## src/rtl/mips_pkg.sv

```systemverilog
// Shared MIPS-32 decode definitions: opcodes, control-word bit positions and ALUOp codes.
package mips_pkg;

  localparam logic [5:0] OP_RTYPE = 6'h00;
  localparam logic [5:0] OP_J     = 6'h02;
  localparam logic [5:0] OP_BEQ   = 6'h04;
  localparam logic [5:0] OP_BNE   = 6'h05;
  localparam logic [5:0] OP_ADDI  = 6'h08;
  localparam logic [5:0] OP_SLTI  = 6'h0A;
  localparam logic [5:0] OP_ANDI  = 6'h0C;
  localparam logic [5:0] OP_ORI   = 6'h0D;
  localparam logic [5:0] OP_LW    = 6'h23;
  localparam logic [5:0] OP_SW    = 6'h2B;

  localparam int CB_REGDST   = 11;
  localparam int CB_ALUSRC   = 10;
  localparam int CB_MEMTOREG = 9;
  localparam int CB_REGWRITE = 8;
  localparam int CB_MEMREAD  = 7;
  localparam int CB_MEMWRITE = 6;
  localparam int CB_BRANCH   = 5;
  localparam int CB_BRANCHNE = 4;
  localparam int CB_ALUOP_LO = 1;
  localparam int CB_JUMP     = 0;

  typedef enum logic [2:0] {
    ALU_ADD   = 3'b000,
    ALU_SUB   = 3'b001,
    ALU_RTYPE = 3'b010,
    ALU_AND   = 3'b011,
    ALU_OR    = 3'b100,
    ALU_SLT   = 3'b101
  } alu_op_e;

endpackage

```

## src/rtl/register_file.sv

```systemverilog
// 32x32 GPR file: two combinational read ports, one clocked write port, $0 hardwired to zero,
// write-first bypass, asynchronous active-low clear.
module register_file (
  input  logic        clk_i,
  input  logic        rst_n_i,
  input  logic [4:0]  raddr1_i,
  input  logic [4:0]  raddr2_i,
  input  logic [4:0]  waddr_i,
  input  logic [31:0] wdata_i,
  input  logic        we_i,
  output logic [31:0] rdata1_o,
  output logic [31:0] rdata2_o
);

  logic [31:0] regs_q [32];

  // Register array: async clear, writes to $0 dropped.
  always_ff @(posedge clk_i or negedge rst_n_i) begin
    if (!rst_n_i) begin
      for (int i = 0; i < 32; i++) begin
        regs_q[i] <= 32'h0000_0000;
      end
    end else if (we_i && (waddr_i != 5'd0)) begin
      regs_q[waddr_i] <= wdata_i;
    end
  end

  // Read ports; the reset gate keeps bypassed data from leaking out while cleared.
  always_comb begin
    rdata1_o = 32'h0000_0000;
    rdata2_o = 32'h0000_0000;
    if (!rst_n_i || raddr1_i == 5'd0) begin
      rdata1_o = 32'h0000_0000;
    end else if (we_i && (waddr_i == raddr1_i)) begin
      rdata1_o = wdata_i;
    end else begin
      rdata1_o = regs_q[raddr1_i];
    end
    if (!rst_n_i || raddr2_i == 5'd0) begin
      rdata2_o = 32'h0000_0000;
    end else if (we_i && (waddr_i == raddr2_i)) begin
      rdata2_o = wdata_i;
    end else begin
      rdata2_o = regs_q[raddr2_i];
    end
  end

endmodule

```

## src/rtl/decode_state.sv

```systemverilog
// MIPS-32 instruction-decode stage: field split, sign extension, control word and register file.
module decode_state
  import mips_pkg::*;
(
  input  logic        Clk,
  input  logic        Reset_n,
  input  logic [31:0] instruction,
  input  logic [31:0] writeToReg,
  input  logic        writeSig,
  output logic [31:0] signExtend,
  output logic [31:0] register1,
  output logic [31:0] register2,
  output logic [11:0] controlUnitSig,
  output logic [4:0]  rd,
  output logic [4:0]  rt,
  output logic [5:0]  funcBits
);

  logic [5:0]  opcode_s;
  logic [4:0]  rs_s;
  logic [4:0]  waddr_s;
  logic [11:0] ctrl_s;

  assign opcode_s   = instruction[31:26];
  assign rs_s       = instruction[25:21];
  assign rt         = instruction[20:16];
  assign rd         = instruction[15:11];
  assign funcBits   = instruction[5:0];
  assign signExtend = {{16{instruction[15]}}, instruction[15:0]};
  // R-type results land in rd; every other writing opcode targets rt.
  assign waddr_s    = (opcode_s == OP_RTYPE) ? rd : rt;

  register_file u_regfile (
    .clk_i    (Clk),
    .rst_n_i  (Reset_n),
    .raddr1_i (rs_s),
    .raddr2_i (rt),
    .waddr_i  (waddr_s),
    .wdata_i  (writeToReg),
    .we_i     (writeSig),
    .rdata1_o (register1),
    .rdata2_o (register2)
  );

  // Opcode to control word.
  always_comb begin
    ctrl_s = 12'h000;
    case (opcode_s)
      OP_RTYPE: begin
        ctrl_s[CB_REGDST]                = 1'b1;
        ctrl_s[CB_REGWRITE]              = 1'b1;
        ctrl_s[CB_ALUOP_LO +: 3]         = ALU_RTYPE;
      end
      OP_LW: begin
        ctrl_s[CB_ALUSRC]                = 1'b1;
        ctrl_s[CB_MEMTOREG]              = 1'b1;
        ctrl_s[CB_REGWRITE]              = 1'b1;
        ctrl_s[CB_MEMREAD]               = 1'b1;
        ctrl_s[CB_ALUOP_LO +: 3]         = ALU_ADD;
      end
      OP_SW: begin
        ctrl_s[CB_ALUSRC]                = 1'b1;
        ctrl_s[CB_MEMWRITE]              = 1'b1;
        ctrl_s[CB_ALUOP_LO +: 3]         = ALU_ADD;
      end
      OP_BEQ: begin
        ctrl_s[CB_BRANCH]                = 1'b1;
        ctrl_s[CB_ALUOP_LO +: 3]         = ALU_SUB;
      end
      OP_BNE: begin
        ctrl_s[CB_BRANCHNE]              = 1'b1;
        ctrl_s[CB_ALUOP_LO +: 3]         = ALU_SUB;
      end
      OP_ADDI: begin
        ctrl_s[CB_ALUSRC]                = 1'b1;
        ctrl_s[CB_REGWRITE]              = 1'b1;
        ctrl_s[CB_ALUOP_LO +: 3]         = ALU_ADD;
      end
      OP_ANDI: begin
        ctrl_s[CB_ALUSRC]                = 1'b1;
        ctrl_s[CB_REGWRITE]              = 1'b1;
        ctrl_s[CB_ALUOP_LO +: 3]         = ALU_AND;
      end
      OP_ORI: begin
        ctrl_s[CB_ALUSRC]                = 1'b1;
        ctrl_s[CB_REGWRITE]              = 1'b1;
        ctrl_s[CB_ALUOP_LO +: 3]         = ALU_OR;
      end
      OP_SLTI: begin
        ctrl_s[CB_ALUSRC]                = 1'b1;
        ctrl_s[CB_REGWRITE]              = 1'b1;
        ctrl_s[CB_ALUOP_LO +: 3]         = ALU_SLT;
      end
      OP_J: begin
        ctrl_s[CB_JUMP]                  = 1'b1;
      end
      default: begin
        ctrl_s = 12'h000;
      end
    endcase
  end

  assign controlUnitSig = ctrl_s;

endmodule

```

## config.mk

```make
export PLATFORM = sky130hd
export DESIGN_NAME = decode_state
export DESIGN_NICKNAME = d
export VERILOG_FILES = /design/src/rtl/mips_pkg.sv /design/src/rtl/register_file.sv /design/src/rtl/decode_state.sv
export SDC_FILE = /design/constraint.sdc
export NUM_CORES = 2
export LEC_CHECK = 0
export CAP_MARGIN = 40
export CELL_PAD_IN_SITES_DETAIL_PLACEMENT = 0
export CELL_PAD_IN_SITES_GLOBAL_PLACEMENT = 1
export CORE_MARGIN = 1.5
export CORE_UTILIZATION = 57
export CTS_CLUSTER_DIAMETER = 120
export DETAILED_ROUTE_END_ITERATION = 10
export GPL_TIMING_DRIVEN = 0
export PLACE_DENSITY = 0.85
export SKIP_LAST_GASP = 1
export SLEW_MARGIN = 20
export SYNTH_ARGS = -nofsm -noshare
export SYNTH_HDL_FRONTEND = slang
export SYNTH_SLANG_ARGS = --single-unit
export TNS_END_PERCENT = 10
```

## constraint.sdc

```tcl
create_clock -name Clk -period 7.4 [get_ports Clk]
set_clock_uncertainty 0.1 [all_clocks]
set_input_delay 1.85 -clock Clk [delete_from_list [all_inputs] [get_ports Clk]]
set_output_delay 1.85 -clock Clk [all_outputs]
set_load 0.02 [all_outputs]
```

Word level (Yosys, flattened, before mapping)
Index checks and enable logic that the tools add are counted.
Widths: inputs -> output; s select.
{"block": "word_totals", "regBits": 1024, "elab_cells": 87, "output_inout_bits": 124, "inputBits": 67}
{"block": "op_classes", "n_eq_ne": 11, "n_mux": 23, "magnitude_cmp": 4, "reduce_logical": 14, "bitwise": 3}
{"operator": "$bwmux 1024", "count": 1}
{"operator": "$bmux 32 s5", "count": 2}
{"operator": "$mux 32", "count": 9}
{"operator": "$demux 32 s5", "count": 1}
{"operator": "$eq 6x4->1 const B", "count": 4}
{"operator": "$ge 6x6->1 const B", "count": 3}
{"operator": "$not 5->6", "count": 3}
{"operator": "$pmux 3 s5", "count": 1}
{"operator": "$eq 6x3->1 const B", "count": 2}
{"operator": "$eq 6x6->1 const B", "count": 2}
{"operator": "$reduce_or 6->1", "count": 2}
{"operator": "$eq 5x5->1", "count": 2}
{"operator": "$logic_not 5->1", "count": 2}
{"operator": "$mux 1", "count": 8}
{"operator": "$eq 6x2->1 const B", "count": 1}
{"operator": "$logic_not 6->1", "count": 1}
{"operator": "$lt 6x1->1 const B", "count": 1}
{"operator": "$mux 5", "count": 1}
{"operator": "$reduce_bool 5->1", "count": 1}
{"operator": "$logic_and 1x1->1", "count": 4}
{"operator": "$logic_or 1x1->1", "count": 2}
{"operator": "$reduce_or 2->1", "count": 1}
{"operator": "$logic_not 1->1", "count": 1}

Logic depth before layout (Yosys ltp)
{"block": "logic_depth", "word_depth": 8, "ltp_mapped": 11, "mapped_depth_nobuf": 7}

By module
A second synthesis with hierarchy kept.
{"block": "unflattened", "hier_cells": 3671, "hier_area_um2": 55057.8}
{"mod": "register_file", "seq_area_each_um2": 25624.6, "area_each_um2": 54402.2, "cells_per_inst": 3581, "n_inst": 1}
{"mod": "decode_state", "seq_area_each_um2": 0.0, "area_each_um2": 655.6, "cells_per_inst": 90, "n_inst": 1}

Worst setup path after synthesis
Ideal clock, no wire load.
{"block": "synth_timing", "path_type": "input -> output", "from": "input port instruction[27]", "to": "output port register1[0]", "setup_slack_ns": 1.195, "t_arrival_ns": 4.255, "required_time_ns": 5.450, "n_path_buf": 2, "stages": 8, "cell_sequence": "buf_2 -> or4_4 -> o21ai_2 -> a21oi_1 -> or4b_4 -> nor4_4 -> buf_6 -> mux2i_1"}
{"block": "synth_between", "elab_chain_len": 6}
{"element": "start: declaration", "line_no": "decode_state.sv:7", "text": "input logic [31:0] instruction,"}
{"element": "$logic_not 6->1", "line_no": "decode_state.sv:31", "text": "assign waddr_s = (opcode_s == OP_RTYPE) ? rd : rt;"}
{"element": "$mux 5", "line_no": "decode_state.sv:31"}
{"element": "$eq 5x5->1", "line_no": "register_file.sv:34", "text": "end else if (we_i && (waddr_i == raddr1_i)) begin"}
{"element": "$logic_and 1x1->1", "line_no": "register_file.sv:34"}
{"element": "$mux 32", "line_no": "register_file.sv:34"}
{"element": "$mux 32", "line_no": "register_file.sv:32", "text": "if (!rst_n_i || raddr1_i == 5'd0) begin"}
{"element": "end: declaration", "line_no": "decode_state.sv:11", "text": "output logic [31:0] register1,"}
Every way passes these cells.

Worst setup path in the final report
{"block": "layout_timing", "from": "input port instruction[22]", "to": "output port register1[23]"}
{"block": "layout_between", "elab_chain_len": 6, "word_cells_on_any_way": 10, "cone_classes": "eq/ne (1); mux (5); bitwise (1); reduce/logical (3)"}
{"element": "$not 5->6 (implied by the code)", "line_no": "register_file.sv:37", "text": "rdata1_o = regs_q[raddr1_i];"}
{"element": "$bmux 32 s5", "line_no": "register_file.sv:37"}
{"element": "$mux 32 (implied by the code) (2 in a row)", "line_no": "register_file.sv:37"}
{"element": "$mux 32", "line_no": "register_file.sv:34"}
{"element": "$mux 32 *", "line_no": "register_file.sv:32"}
Mark *: on every way between the ends. The rest lies on a longest branch, timed or not. The select of a mux whose other input is x is not followed.

==> impl_metrics.py <==
metrics = {
    "outcome": {
        "status": "finished with violations",
        "violations": "negative setup slack",
    },
    "yosys": {
        "synth_top_area_cell": "dfrtp_1",
        "synth_seq_cells": 1024,
        "ys_types": 62,
        "synth_area_per_cell_um2": 14.4,
        "synth-xor-area-share_pct": 0.0944,
        "netlist_top_cells_area": "dfrtp_1, mux4_2, mux2_2, mux2i_1, a22oi_1",
        "synth_edf_count": 0,
        "synth.net_count": 3934,
        "synth_compound_area_share_pct": 4.12,
        "synthMuxAreaShare_pct": 42.6,
        "synth_flop_cell": "dfrtp_1",
        "synthAdderAreaFrac_pct": 0,
        "yosysSeqAreaShare_pct": 46.0,
        "synth-simple-area-share_pct": 3.11,
        "syn_area_mm2": 0.0557,
        "synthCells": 3867,
        "yosys_warnings": 0,
        "synth_top_family_by_area": "multiplexers",
        "yosys.area.top_type_share_pct": 46.0,
        "async_flop_share_pct": 100,
    },
    "worst_setup_path": {
        "worstPathMaxFanout": 10,
        "cp.arrival_ns": 6.06,
        "worstPathRequired_ns": 5.45,
        "cp-end-kind": "output port",
        "start_kind": "primary input",
        "critical_path_class": "primary input to output port",
    },
    "clock_network": {
        "htree_num_levels": 3,
        "cts_tree": "yes",
        "cts_max_path_buffers": 3,
        "cts_sinks": 1024,
        "path_clk_slew_ns": 0.06,
        "cts_buffers": 109,
        "cts-root-buf": "clkbuf_16",
        "clk_latency_ns": 0.73,
    },
    "drt": {
        "avgViaCountPerCell": 7.67,
        "ant_nets": 0,
        "drt_iter0_drc": 7145,
        "wl_per_cell_um": 43.3,
        "via_count": 43000,
        "drc": 0,
        "wl_um": 243000,
        "dr.pass1.iters": 6,
    },
    "place": {
        "place_congestion": 1.05,
        "hpwl_um": 165000,
        "port_buffers": 167,
        "place_inst": 5375,
    },
    "final_layout": {
        "final_nets": 4295,
        "top_regs": "u_regfile.regs_q: 1024 flops",
        "nFillCells": 6942,
        "drive_above_1_share_pct": 47.5,
        "largest_reg_flops": 1024,
        "regMostFlops": "u_regfile.regs_q",
        "area_growth_pct": 16.4,
        "stdcell_count": 5609,
    },
    "run": {
        "cap_violations": 0,
    },
    "global_route": {
        "grt_pass1_wl_um": 329000,
        "grtUsageMet1_pct": 58.4,
        "gr-total-overflow": 0,
        "grt_max_degree": 144,
        "grt_pass1_vias": 41200,
        "top_usage_layer": "met2",
        "antenna_found_initial": 20,
        "grt_use_total_pct": 49.1,
        "use_met3_pct": 30.7,
        "grt_use_met2_pct": 63.5,
    },
    "die": {
        "ios": 191,
        "dieHeight_um": 316,
        "num_rows": 114,
        "die-area_mm2": 0.0995,
        "die_x_um": 316,
        "initial_core_util_pct": 57.6,
        "core_mm2": 0.0967,
    },
    "timing": {
        "slew_headroom_pct": 32.6,
        "finalCritPeriodShare_pct": 108,
        "rsz0062_at_grt": "true",
        "tightest_slew_ns": 1.01,
        "setup_tns_ns": -13.88,
        "slew_viol_final": 0,
        "fmax_ghz": 0.125,
        "period_needed_ns": 8.01,
        "layout_setup_ws_ns": -0.614,
        "setup_viol": 56,
        "finalHoldViolCount": 0,
    },
    "power": {
        "ir_worst_vdd_mv": 0.206,
        "total_power_w": 0.0177,
        "powerDensity_mw_per_mm2": 273,
        "power_leakage_nw": 28.3,
    },
    "hold_path": {
        "hold_class": "flip-flop to flip-flop",
    },
}
[worst max-delay path: stages]
cell and delay [ns]:
clkbuf_1 0.62, inv_1 0.47, nor2_2 0.52, buf_6 0.28, clkbuf_2 0.71, a22oi_1 0.32
nand4_1 0.19, nand2_1 0.08, mux2i_2 0.30, clkdlybuf4s50_1 0.67
[layer usage]
metal  routed length, µm  up-vias  part of all wire [%]
met4               23100       33                   9.5
met2               94400     4214                    39
met1               81100    22100                    33
li1                    -    15500                     -
met3               43500     1160                    18
met5                 770        -                  0.32
[path summary, 6_finish.rpt]
| check | end | startpoint | depth (start not counted) | slack (ns) |
|---|---|---|---|---|
| min in group asynchronous | u_regfile.regs_q[584]$_DFFE_PN0P_ | Reset_n | 1 | 0.90 |
| max in group asynchronous | u_regfile.regs_q[498]$_DFFE_PN0P_ | Reset_n | 5 | 4.16 |
| min reg2reg | u_regfile.regs_q[1013]$_DFFE_PN0P_ | u_regfile.regs_q[1013]$_DFFE_PN0P_ | 1 | 0.38 |
| max reg2reg | u_regfile.regs_q[472]$_DFFE_PN0P_ | u_regfile.regs_q[472]$_DFFE_PN0P_ | 1 | 6.42 |
| max | register1[23] | instruction[22] | 10 | -0.61 |
| min | u_regfile.regs_q[1013]$_DFFE_PN0P_ | u_regfile.regs_q[1013]$_DFFE_PN0P_ | 1 | 0.38 |
[cells by family (layout without fill, tap and decap cells)]
| group | Yosys count | count (layout) |
|---|---|---|
| buffers and inverters | 482 | 934 |
| other | 0 | 14 |
| AOI/OAI and AO/OA | 330 | 330 |
| DFF | 1024 | 1024 |
| xor gates and xnor gates | 6 | 6 |
| muxes | 1649 | 1649 |
| and+or+nand+nor | 376 | 376 |
[synthesized netlist by cell type, drive strengths merged, types with 5 or more instances]
master / number
a2111oi: 18
a211oi: 10
a21oi: 36
a221oi: 5
a22oi: 142
and2: 5
and3: 7
buf: 256
clkbuf: 217
dfrtp: 1024
inv: 9
mux2: 1010
mux2i: 162
mux4: 477
nand2: 177
nand2b: 6
nand3: 48
nand4: 27
nor2: 70
nor3: 10
o21a: 5
o21ai: 60
o221ai: 10
o22ai: 13
[repair_timing]
| action | CTS | global route |
|---|---|---|
| endpoints found under the setup margin | 64 | 61 |
| pin swaps | 3 | 2 |
| resized for setup | 89 | 44 |
| gates cloned | 2 | 1 |
| buffers inserted | 7 | 6 |
| hold buffers | 0 | 0 |
[final cells by class]
| class | instances | area, µm² | area share [%] |
|---|---|---|---|
| antenna | 14 | 35.0 | 0.0541 |
| inverter | 9 | 33.8 | 0.0521 |
| buffer | 471 | 2540 | 3.92 |
| sequential | 1024 | 25600 | 39.5 |
| multi-input combinational | 2361 | 28000 | 43.2 |
| clock inverter | 44 | 649 | 1.00 |
| clock buffer | 158 | 3290 | 5.07 |
| timing repair buffer | 252 | 3060 | 4.72 |
| tap | 1276 | 1600 | 2.46 |
[per-stage QoR]
stage	cell area, µm²	setup slack (ns)	utilization (%)	hold slack, ns
floorplan	55700	1.20	-	0.341
CTS	64500	-0.224	66.7	0.382
global placement	58900	-42.25	60.9	0.353
global route	64800	-0.310	67.0	0.399
finish	64800	-0.614	67.0	0.378
detailed placement	60200	-1.35	62.2	0.367
[layout by cell type (no fill, tap or decap), drive strengths merged, types with 13 or more instances in the layout]
master / instances
a2111oi: 18
a21oi: 36
a22oi: 142
buf: 339
bufinv: 16
clkbuf: 374
clkdlybuf4s50: 163
clkinv: 26
dfrtp: 1024
diode: 14
mux2: 1010
mux2i: 162
mux4: 477
nand2: 177
nand3: 48
nand4: 27
nor2: 70
o21ai: 60
o22ai: 13
[power breakdown]
part	switching, W	internal [W]	total, W	leakage [nW]
logic	0.00185	0.00217	0.00402	13.2
registers	0.000864	0.00671	0.00757	13.1
clock network	0.00247	0.00363	0.00610	1.96
total	0.00519	0.0125	0.0177	28.3
(Power assumes the default switching activity.)
